<file path="src/rtl/i2c_req_arbiter_pkg.sv">
`default_nettype none
// ============================================================================
// Module   : i2c_req_arbiter_pkg
// Purpose  : Shared state encoding and transaction word layout for the
//            I2C request arbiter.
// Revision : 1.0 - initial release
// ============================================================================
package i2c_req_arbiter_pkg;

    typedef enum logic [2:0] {
        S_IDLE  = 3'd0,
        S_ISSUE = 3'd1,
        S_WAIT  = 3'd2,
        S_RETRY = 3'd3,
        S_FIN   = 3'd4
    } arb_state_t;

    // Transaction word is {slave addr, sub-addr, data}, one byte each
    localparam int   c_WORD_W = 24;
    localparam int   c_BYTE_W = 8;

    // Engine reports 0 when every byte was acknowledged
    localparam logic c_ACK_OK = 1'b0;

endpackage
`default_nettype wire

</file>
<file path="src/rtl/i2c_req_arbiter_if.sv">
`default_nettype none
// ============================================================================
// Module   : i2c_req_arbiter_if
// Purpose  : Requester and engine signals of the I2C request arbiter.
// Revision : 1.0 - initial release
// ============================================================================
interface i2c_req_arbiter_if
    import i2c_req_arbiter_pkg::*;
#(
    parameter int NUM_REQ = 2
);
    logic                          iSTEP;
    logic [NUM_REQ-1:0]            iREQ;
    logic [NUM_REQ-1:0]            iWR;
    logic [NUM_REQ*c_WORD_W-1:0]   iWDATA;
    logic [NUM_REQ-1:0]            oGNT;
    logic [NUM_REQ-1:0]            oDONE;
    logic [NUM_REQ-1:0]            oERR;
    logic [c_BYTE_W-1:0]           oRDATA;
    logic                          oGO;
    logic                          oWR;
    logic [c_WORD_W-1:0]           oWDATA;
    logic                          iEND;
    logic                          iACK;
    logic [c_BYTE_W-1:0]           iRDATA;

    modport slave (
        input  iSTEP, iREQ, iWR, iWDATA, iEND, iACK, iRDATA,
        output oGNT, oDONE, oERR, oRDATA, oGO, oWR, oWDATA
    );

    modport master (
        output iSTEP, iREQ, iWR, iWDATA, iEND, iACK, iRDATA,
        input  oGNT, oDONE, oERR, oRDATA, oGO, oWR, oWDATA
    );

endinterface
`default_nettype wire

</file>
<file path="src/rtl/i2c_rr_pick.sv">
`default_nettype none
// ============================================================================
// Module   : i2c_rr_pick
// Purpose  : Combinational round-robin pick: first active request at or
//            after the pointer, as one-hot grant plus index.
// Revision : 1.0 - initial release
// ============================================================================
module i2c_rr_pick #(
    parameter int NUM_REQ = 2
) (
    input  logic [NUM_REQ-1:0]         iREQ,
    input  logic [$clog2(NUM_REQ)-1:0] iPTR,
    output logic [NUM_REQ-1:0]         oGNT,
    output logic [$clog2(NUM_REQ)-1:0] oIDX,
    output logic                       oANY
);
    localparam int c_IDX_W = $clog2(NUM_REQ);

    logic [c_IDX_W-1:0] w_pos;

    // Walk from the farthest position back to the pointer so the last hit wins
    always_comb begin
        oGNT  = '0;
        oIDX  = '0;
        oANY  = 1'b0;
        w_pos = '0;
        for (int k = NUM_REQ - 1; k >= 0; k--) begin
            w_pos = c_IDX_W'((int'(iPTR) + k) % NUM_REQ);
            if (iREQ[w_pos]) begin
                oGNT        = '0;
                oGNT[w_pos] = 1'b1;
                oIDX        = w_pos;
                oANY        = 1'b1;
            end
        end
    end

endmodule
`default_nettype wire

</file>
<file path="src/rtl/i2c_req_arbiter.sv">
`default_nettype none
// ============================================================================
// Module   : i2c_req_arbiter
// Purpose  : Round-robin arbiter sharing one I2C transaction engine between
//            NUM_REQ requesters, with NACK retry. Define I2C_ARB_TIMEOUT_EN
//            to add the step-count timeout on stuck transactions.
// Revision : 1.0 - initial release
// ============================================================================
module i2c_req_arbiter
    import i2c_req_arbiter_pkg::*;
#(
    parameter int NUM_REQ       = 2,
    parameter int MAX_RETRY     = 3,
    parameter int TIMEOUT_STEPS = 1023
) (
    input  logic             iCLK,
    input  logic             iRST_N,
    i2c_req_arbiter_if.slave bus
);
    localparam int c_IDX_W = $clog2(NUM_REQ);
    localparam int c_RTY_W = (MAX_RETRY > 0) ? $clog2(MAX_RETRY + 1) : 1;

    arb_state_t         r_state;
    logic [c_IDX_W-1:0] r_ptr;
    logic [c_IDX_W-1:0] r_idx;
    logic [c_RTY_W-1:0] r_retry;
    logic               r_wr;
    logic               r_err;

    logic [NUM_REQ-1:0] w_gnt;
    logic [c_IDX_W-1:0] w_idx;
    logic               w_any;
    logic               w_tmo_hit;

    if ((NUM_REQ < 2) || (NUM_REQ > 4) || (MAX_RETRY < 0) || (TIMEOUT_STEPS < 1)) begin : g_param_err
        $error("i2c_req_arbiter: parameter out of range");
    end

    i2c_rr_pick #(
        .NUM_REQ (NUM_REQ)
    ) u_pick (
        .iREQ (bus.iREQ),
        .iPTR (r_ptr),
        .oGNT (w_gnt),
        .oIDX (w_idx),
        .oANY (w_any)
    );

`ifdef I2C_ARB_TIMEOUT_EN
    localparam int c_TMO_W = $clog2(TIMEOUT_STEPS + 1);

    logic [c_TMO_W-1:0] r_tmo;

    // Restarts from zero on every attempt; retries get a fresh budget
    always_ff @(posedge iCLK or negedge iRST_N) begin
        if (!iRST_N) begin
            r_tmo <= '0;
        end else if (bus.iSTEP) begin
            if ((r_state == S_IDLE) || (r_state == S_RETRY)) begin
                r_tmo <= '0;
            end else if ((r_state == S_ISSUE) || (r_state == S_WAIT)) begin
                r_tmo <= r_tmo + 1'b1;
            end
        end
    end

    assign w_tmo_hit = (r_tmo == c_TMO_W'(TIMEOUT_STEPS - 1)) &&
                       ((r_state == S_ISSUE) || (r_state == S_WAIT));
`else
    assign w_tmo_hit = 1'b0;
`endif

    always_ff @(posedge iCLK or negedge iRST_N) begin
        if (!iRST_N) begin
            r_state    <= S_IDLE;
            r_ptr      <= '0;
            r_idx      <= '0;
            r_retry    <= '0;
            r_wr       <= 1'b0;
            r_err      <= 1'b0;
            bus.oGNT   <= '0;
            bus.oDONE  <= '0;
            bus.oERR   <= '0;
            bus.oRDATA <= '0;
            bus.oGO    <= 1'b0;
            bus.oWR    <= 1'b0;
            bus.oWDATA <= '0;
        end else begin
            bus.oDONE <= '0;
            bus.oERR  <= '0;
            if (bus.iSTEP) begin
                case (r_state)
                    S_IDLE: begin
                        if (w_any) begin
                            bus.oGNT   <= w_gnt;
                            r_idx      <= w_idx;
                            r_wr       <= bus.iWR[w_idx];
                            r_err      <= 1'b0;
                            bus.oWDATA <= bus.iWDATA[w_idx*c_WORD_W +: c_WORD_W];
                            bus.oGO    <= 1'b1;
                            bus.oWR    <= bus.iWR[w_idx];
                            r_state    <= S_ISSUE;
                        end
                    end
                    S_ISSUE: begin
                        if (w_tmo_hit) begin
                            bus.oGO <= 1'b0;
                            bus.oWR <= 1'b0;
                            r_err   <= 1'b1;
                            r_state <= S_FIN;
                        end else if (!bus.iEND) begin
                            r_state <= S_WAIT;
                        end
                    end
                    S_WAIT: begin
                        if (bus.iEND) begin
                            bus.oGO <= 1'b0;
                            bus.oWR <= 1'b0;
                            if (bus.iACK == c_ACK_OK) begin
                                bus.oRDATA <= bus.iRDATA;
                                r_state    <= S_FIN;
                            end else if (r_retry < c_RTY_W'(MAX_RETRY)) begin
                                r_retry <= r_retry + 1'b1;
                                r_state <= S_RETRY;
                            end else begin
                                r_err   <= 1'b1;
                                r_state <= S_FIN;
                            end
                        end else if (w_tmo_hit) begin
                            bus.oGO <= 1'b0;
                            bus.oWR <= 1'b0;
                            r_err   <= 1'b1;
                            r_state <= S_FIN;
                        end
                    end
                    S_RETRY: begin
                        bus.oGO <= 1'b1;
                        bus.oWR <= r_wr;
                        r_state <= S_ISSUE;
                    end
                    S_FIN: begin
                        if (r_err) begin
                            bus.oERR <= bus.oGNT;
                        end else begin
                            bus.oDONE <= bus.oGNT;
                        end
                        bus.oGNT <= '0;
                        r_retry  <= '0;
                        r_ptr    <= (int'(r_idx) == NUM_REQ - 1) ? '0 : r_idx + 1'b1;
                        r_state  <= S_IDLE;
                    end
                    default: begin
                        r_state <= S_IDLE;
                    end
                endcase
            end
        end
    end

endmodule
`default_nettype wire

</file>
<file path="src/flat_wrapper.sv">
// flat-port wrapper written by rule: the top's interface ports become plain ports
module i2c_req_arbiter_flat import i2c_req_arbiter_pkg::*;
#(
    parameter int NUM_REQ       = 2,
    parameter int MAX_RETRY     = 3,
    parameter int TIMEOUT_STEPS = 1023
)
  (iCLK, iRST_N, bus_iSTEP, bus_iREQ, bus_iWR, bus_iWDATA, bus_iEND, bus_iACK, bus_iRDATA, bus_oGNT, bus_oDONE, bus_oERR, bus_oRDATA, bus_oGO, bus_oWR, bus_oWDATA);
  i2c_req_arbiter_if #(.NUM_REQ(NUM_REQ)) bus_i ();
  input  logic iCLK;
  input  logic iRST_N;
  input wire logic [$bits(bus_i.iSTEP)-1:0] bus_iSTEP;
  input wire logic [$bits(bus_i.iREQ)-1:0] bus_iREQ;
  input wire logic [$bits(bus_i.iWR)-1:0] bus_iWR;
  input wire logic [$bits(bus_i.iWDATA)-1:0] bus_iWDATA;
  input wire logic [$bits(bus_i.iEND)-1:0] bus_iEND;
  input wire logic [$bits(bus_i.iACK)-1:0] bus_iACK;
  input wire logic [$bits(bus_i.iRDATA)-1:0] bus_iRDATA;
  output wire logic [$bits(bus_i.oGNT)-1:0] bus_oGNT;
  output wire logic [$bits(bus_i.oDONE)-1:0] bus_oDONE;
  output wire logic [$bits(bus_i.oERR)-1:0] bus_oERR;
  output wire logic [$bits(bus_i.oRDATA)-1:0] bus_oRDATA;
  output wire logic [$bits(bus_i.oGO)-1:0] bus_oGO;
  output wire logic [$bits(bus_i.oWR)-1:0] bus_oWR;
  output wire logic [$bits(bus_i.oWDATA)-1:0] bus_oWDATA;
  assign bus_i.iSTEP = bus_iSTEP;
  assign bus_i.iREQ = bus_iREQ;
  assign bus_i.iWR = bus_iWR;
  assign bus_i.iWDATA = bus_iWDATA;
  assign bus_i.iEND = bus_iEND;
  assign bus_i.iACK = bus_iACK;
  assign bus_i.iRDATA = bus_iRDATA;
  assign bus_oGNT = bus_i.oGNT;
  assign bus_oDONE = bus_i.oDONE;
  assign bus_oERR = bus_i.oERR;
  assign bus_oRDATA = bus_i.oRDATA;
  assign bus_oGO = bus_i.oGO;
  assign bus_oWR = bus_i.oWR;
  assign bus_oWDATA = bus_i.oWDATA;
  i2c_req_arbiter #(.NUM_REQ(NUM_REQ), .MAX_RETRY(MAX_RETRY), .TIMEOUT_STEPS(TIMEOUT_STEPS)) u_core (.iCLK(iCLK), .iRST_N(iRST_N), .bus(bus_i));
endmodule
</file>
<file path="config.mk">
export PLATFORM = sky130hd
export DESIGN_NAME = i2c_req_arbiter_flat
export DESIGN_NICKNAME = d
export VERILOG_FILES = /design/src/rtl/i2c_req_arbiter_pkg.sv /design/src/rtl/i2c_req_arbiter_if.sv /design/src/rtl/i2c_rr_pick.sv /design/src/rtl/i2c_req_arbiter.sv /design/src/flat_wrapper.sv
export SDC_FILE = /design/constraint.sdc
export NUM_CORES = 1
export LEC_CHECK = 0
export ABC_AREA = 1
export BUFFER_PORTS_ARGS = -buffer_cell sky130_fd_sc_hd__buf_2
export CAP_MARGIN = 30
export CORE_ASPECT_RATIO = 1.75
export CORE_MARGIN = 3
export CORE_UTILIZATION = 44
export DETAILED_ROUTE_END_ITERATION = 10
export PLACE_DENSITY = 0.74
export SETUP_SLACK_MARGIN = 0.3
export SKIP_LAST_GASP = 1
export SYNTH_ARGS = -nofsm -noshare
export SYNTH_HDL_FRONTEND = slang
export SYNTH_HIERARCHICAL = 1
export SYNTH_SLANG_ARGS = --single-unit
</file>
<file path="constraint.sdc">
create_clock -name iCLK -period 2.9 [get_ports iCLK]
set_clock_uncertainty 0.05 [all_clocks]
set_input_delay 0.58 -clock iCLK [delete_from_list [all_inputs] [get_ports iCLK]]
set_output_delay 0.58 -clock iCLK [all_outputs]
set_load 0.02 [all_outputs]
</file>
# ---- Word-level counts from Yosys, hierarchy flattened
# Cells that the tools add are included.
dict set report totals {
  reg_bits 49
  latchBits 0
  ram_bits 0
  mem_bits_ro 0
  input_bits 65
  out_inout_bits 40
  elab_cells 95
  memories 0
}
dict set report op_classes {
  add_sub_neg 3
  mul 1
  div 0
  order_cmp 6
  n_eq_ne 10
  shift 1
  mux 45
  bitwise_logic 1
  reduce_logical 15
}
# operator n
set op_table {}
lappend op_table {{$shiftx A48 B7 Y24} 1}
lappend op_table {{$mux W2} 12}
lappend op_table {{$mux W1} 20}
lappend op_table {{$mux W3} 5}
lappend op_table {{$pmux W3 S4} 1}
lappend op_table {{$reduce_and A4 Y1} 3}
lappend op_table {{$ne A2 B2 Y1 const B} 5}
lappend op_table {{$pmux W2 S2} 2}
lappend op_table {{$eq A3 B2 Y1 const B} 2}
lappend op_table {{$lt A1 B2 Y1 const B} 3}
lappend op_table {{$pmux W1 S3} 2}
lappend op_table {{$reduce_and A3 Y1} 2}
lappend op_table {{$reduce_and A6 Y1} 1}
lappend op_table {{$reduce_bool A2 Y1} 3}
lappend op_table {{$reduce_and A5 Y1} 1}
lappend op_table {{$eq A3 B1 Y1 const B} 1}
lappend op_table {{$eq A3 B3 Y1 const B} 1}
lappend op_table {{$logic_not A3 Y1} 1}
lappend op_table {{$mul A1 B2 Y3 const B} 1}
lappend op_table {{$reduce_bool A3 Y1} 1}
lappend op_table {{$add A1 B1 Y1 const B} 2}
lappend op_table {{$add A2 B1 Y2 const B} 1}
lappend op_table {{$demux W1 S1} 2}
lappend op_table {{$ge A1 B1 Y1 const B} 2}
lappend op_table {{other kinds (6)} 7}

# ---- Longest topological paths before layout
dict set report depth {
  depth_word 9
  mapped_depth 11
  depth_no_buf 10
}

# ---- Hierarchy
# The synthesis kept the hierarchy.
# module n_inst cells_each area_per_inst_um2
set modules_own_cells {}
lappend modules_own_cells {i2c_req_arbiter 1 279 2451.1}
lappend modules_own_cells {i2c_rr_pick 1 14 56.3}

# ---- Worst setup path after synthesis
# OpenSTA, ideal clock, no wires.
dict set report synth_path {
  path_kind {input-to-reg}
  startpoint {in bus_iREQ[0]}
  endpoint {reg u_core.bus.oWDATA[10]}
  setup_ns 0.092
  arrival_time_ns 1.593
  setup_slack_ns 1.166
  cell_stages 8
  path_cell_list {inv_1 > nor2_1 > nor2_1 > buf_2 > clkinv_1 > buf_1 > nor2_1 > o31ai_2}
}
dict set report synth_between {
  elab_chain_cells 6
  elab_cells_between_ends 11
  classes_between {mul: 1; shift: 1; mux: 8; reduce/logical: 1}
}
# item line_no
set synth_lines {}
lappend synth_lines {{from (decl)} flat_wrapper.sv:13} ;# input wire logic [$bits(bus_i.iREQ)-1:0] bus_iREQ;
lappend synth_lines {{$mux W1 (not written as such) (2 in series)} i2c_rr_pick.sv:29} ;# if (iREQ[w_pos]) begin
lappend synth_lines {{$mux W1} i2c_rr_pick.sv:29}
lappend synth_lines {{$mux W1 (*)} i2c_rr_pick.sv:29}
lappend synth_lines {{via u_core.w_idx} i2c_req_arbiter.sv:31} ;# logic [c_IDX_W-1:0] w_idx;
lappend synth_lines {{$mul A1 B2 Y3 (*)} i2c_req_arbiter.sv:99} ;# bus.oWDATA <= bus.iWDATA[w_idx*c_WORD_W +: c_WORD_W];
lappend synth_lines {{$shiftx A48 B7 Y24 (*)} i2c_req_arbiter.sv:99}
lappend synth_lines {{to (signal assigned)} i2c_req_arbiter.sv:99}
lappend synth_lines {{to (decl)} i2c_req_arbiter_if.sv:29} ;# output oGNT, oDONE, oERR, oRDATA, oGO, oWR, oWDATA
# The timed path passes the listed nets; every way through them passes the cells marked *. The select of a mux whose other input is x is not followed.
# A chain may end at the register's enable or synchronous reset.

# ---- Final worst setup path
dict set report layout_path {
  startpoint {reg u_core.r_ptr}
  endpoint {reg u_core.bus.oGNT[0]}
}
dict set report layout_between {
  elab_cells_between_ends 23
  classes_between {add/sub: 1; order compare: 4; eq/ne: 1; mux: 14; reduce/logical: 3}
}
# item line_no
set layout_lines {}
lappend layout_lines {{from (decl)} i2c_req_arbiter.sv:24} ;# logic [c_IDX_W-1:0] r_ptr;
lappend layout_lines {{from (signal assigned)} i2c_req_arbiter.sv:149} ;# r_ptr <= (int'(r_idx) == NUM_REQ - 1) ? '0 : r_idx + 1'b1;
lappend layout_lines {{$add A1 B1 Y1} i2c_rr_pick.sv:28} ;# w_pos = c_IDX_W'((int'(iPTR) + k) % NUM_REQ);
lappend layout_lines {{$mux W1 (not written as such) (2 in series)} i2c_rr_pick.sv:29}
lappend layout_lines {{$mux W1} i2c_rr_pick.sv:29}
lappend layout_lines {{$mux W1 (*)} i2c_rr_pick.sv:29}
lappend layout_lines {{via u_core.w_any} i2c_req_arbiter.sv:32} ;# logic w_any;
lappend layout_lines {{$ne A2 B2 Y1 (no line) (*)} n/a}
lappend layout_lines {{$reduce_and A3 Y1 (no line) (*)} n/a}
lappend layout_lines {{to (signal assigned)} i2c_req_arbiter.sv:95} ;# bus.oGNT <= w_gnt;
lappend layout_lines {{to (decl)} i2c_req_arbiter_if.sv:29}
# Marked as above.

==> impl_metrics.yaml <==
layout:
  area_delta_synth_final_pct: 25.9
  num_antenna_cells: 0
  nets: 462
  layout-drive-gt1-share_pct: 38.3
place:
  place_congestion: 0.820
  dp_slack_ns: 0.644
  dp_hpwl_um: 4370
  port_buffers: 104
pwr:
  finalPower_mw: 3.08
  powerDensity_nw_per_um2: 974
  p_switching_mw: 1.38
  sw_frac_of_total_pct: 45.0
  p_int_mw: 1.69
  max-vdd-ir-drop_mv: 0.510
  power_frac_seq_pct: 37.5
  power.leakage_nw: 1.75
  clockPowerShare_pct: 12.7
  combPwrFrac_pct: 49.8
clock_network:
  cts_sinks: 49
  clock_latency_ns: 0.30
  ctsHoldBuffers: 0
  h-tree-depth: 2
  cts_tree: "done"
  root_buffer: "clkbuf_8"
  cts_resized: 0
  post-cts-setup-buffers: 0
  path_clk_slew_ns: 0.09
  cts_buffers: 5
  clockBufferDepth: 2
worst_setup_path:
  path_class: "register to register"
  crit_path_top_delay_cell: "nand4_4"
  cp_max_fo: 33
  crit_chain: "nor2_1 -> nor2_1 -> nand2_1 -> nand4_4 -> buf_4 -> nand2_1 -> o21ai_1"
  worstRegToRegCells: 7
  start_kind: "register"
  critPathBufInv: 1
  crit_family: "simple AND/OR/NAND/NOR gates"
  r2r_start: "u_core/r_ptr"
  critPathRequiredTime_ns: 3.03
  cpPeakStageDelay_ns: 0.46
  cp-end-kind: "register"
  reg2reg_setup_slack_ns: 0.92
  r2r-end: "u_core/bus.oGNT[0]"
  worstPathArrival_ns: 2.11
sta:
  tightest_slew_ns: 0.542
  finalCritPeriodShare_pct: 68.2
  worst_slack_ns: 0.923
  rsz0062_at_grt: "no"
  hold_violations: 0
  setup_tns_ns: 0
  slew_headroom_pct: 63.8
  clock.fmax_ghz: 0.506
  setup_viol: 0
  period_needed_ns: 1.98
  maxSlewViolCount: 0
die:
  ioPinCount: 105
  coreArea_um2: 5390
  rows: 35
  die-area_um2: 6680
  start_util_pct: 46.6
  die_h_um: 106
  fp.dieW_um: 63.1
routing:
  wl_per_cell_um: 11.9
  vias: 2256
  drt-initial-drc-count: 60
  viasPerCell: 4.79
  drc: 0
  ant_nets: 0
  dr.pass1.iters: 4
  wl_um: 5620
global_routing:
  grt_max_degree: 37
  antenna_found_initial: 0
  grt_pass1_wl_um: 9500
  overflow: 0
  track_usage_pct: 17.6
  grt_pass1_vias: 2241
synthesis:
  synth_top_area_share_pct: 48.9
  ys_warn_count: 6
  ys_seq_area_share_pct: 48.9
  synthTopCellsByArea: "dfrtp_1, o31ai_2, nand2_1, nor2_1, inv_1"
  yosys.cell_types.count: 25
  synth_seq_cells: 49
  synth_nets: 359
  synth_area_um2: 2510
  syn_inst: 293
  avgSynthCellArea_um2: 8.56
  synth_top_area_cell: "dfrtp_1"
job:
  cap_viol_max_count: 0
hold_path:
  hold_path_class: "primary input to asynchronous set/reset pin"
outcome:
  outcome: "finished clean"
power groups by stage:
stage / Sequential (mW) / Clock (mW) / Combinational [mW]
2_1_floorplan: 1.45 / 0 / 0.827
3_3_place_gp: 1.16 / 0 / 1.51
3_5_place_dp: 1.17 / 0 / 1.55
4_1_cts: 1.16 / 0.408 / 1.55
5_1_grt: 1.19 / 0.432 / 1.71
6_report: 1.15 / 0.391 / 1.53
logic make-up (layout without fill, tap and decap cells):
kind of cell               count (synthesis)  count (layout)  share of synthesized area, %
adders and majority gates                  1               1                         0.499
AOI/OAI and AO/OA                         43              43                          15.8
and+or+nand+nor                          160             160                          27.2
buffers and inverters                     40             144                          7.58
DFF                                       49              49                          48.9
synth_stat cells:
library cell / n
nand2_1: 77
nor2_1: 58
dfrtp_1: 49
o31ai_2: 24
inv_1: 23
o21ai_1: 15
nand3_1: 9
buf_2: 4
buf_6: 4
nand4_1: 4
nor3_1: 4
inv_2: 3
o21ai_0: 3
clkbuf_1: 2
nand2_2: 2
nand4_4: 2
nor2_2: 2
a21oi_1: 1
buf_1: 1
buf_4: 1
clkbuf_2: 1
clkinv_1: 1
ha_1: 1
nand3b_1: 1
nor2_4: 1
registers in the layout, indices dropped and copies added, names as in the netlist:
| register | flops |
|---|---|
| u_core/bus.oWDATA | 24 |
| u_core/r_state | 3 |
| u_core/bus.oGO | 1 |
| u_core/bus.oERR | 2 |
| u_core/bus.oWR | 1 |
| u_core/r_ptr | 1 |
| u_core/r_retry | 2 |
| u_core/r_err | 1 |
| u_core/r_idx | 1 |
| u_core/r_wr | 1 |
| u_core/bus.oRDATA | 8 |
| u_core/bus.oDONE | 2 |
| u_core/bus.oGNT | 2 |
worst max path at each step:
| stage | cells after the start | from | to |
|---|---|---|---|
| finish | 7 | u_core/r_ptr | u_core/bus.oGNT[0] |
| global route | 7 | u_core/r_ptr | u_core/bus.oGNT[0] |
| CTS | 7 | u_core/r_ptr | u_core/bus.oGNT[0] |
| detailed placement | 8 | bus_iREQ[0] | u_core/bus.oWDATA[4] |
| global placement | 9 | bus_iREQ[0] | u_core/bus.oGNT[1] |
| floorplan | 8 | bus_iREQ[0] | u_core/bus.oWDATA[10] |
final cells by class:
| type | count | area, um^2 |
|---|---|---|
| inverters | 27 | 101 |
| fillers | 518 | 2230 |
| flip-flops and latches | 49 | 1230 |
| clock inverters | 3 | 17.5 |
| repair buffers | 109 | 558 |
| clock buffers | 5 | 68.8 |
| well taps | 74 | 92.6 |
| multi-input cells | 204 | 1090 |
cells in the final DEF, fill, tap and decap left out:
master / instances
a21oi_1: 1
buf_2: 104
buf_4: 5
clkbuf_8: 5
clkinv_1: 1
clkinv_2: 2
clkinvlp_4: 1
dfrtp_1: 49
ha_1: 1
inv_1: 23
inv_2: 3
nand2_1: 77
nand2_2: 2
nand3_1: 9
nand3b_1: 1
nand4_1: 4
nand4_4: 2
nor2_1: 57
nor2_2: 3
nor2_4: 1
nor3_1: 4
o21ai_0: 3
o21ai_1: 15
o31ai_2: 24
through the flow:
stage | area, um^2 | utilization (%) | cells | hold WS (ns)
after detailed placement | 3070 | 57.0 | 463 | 0.423
after CTS | 3160 | 58.6 | 471 | 0.106
after floorplan | 2510 | - | 293 | 0.234
final | 3160 | 58.6 | 471 | 0.106
after global routing | 3160 | 58.6 | 471 | 0.123
after global placement | 3070 | 57.0 | 463 | 0.411
layer usage:
metal	up-vias	share of wire, %	global-route usage [%]
li1	1148	-	-
met1	1035	38	18.9
met2	68	56	34.2
met3	5	5.0	2.35
met4	0	1.4	5.69
met5	-	0	0
(Power assumes the default switching activity.)
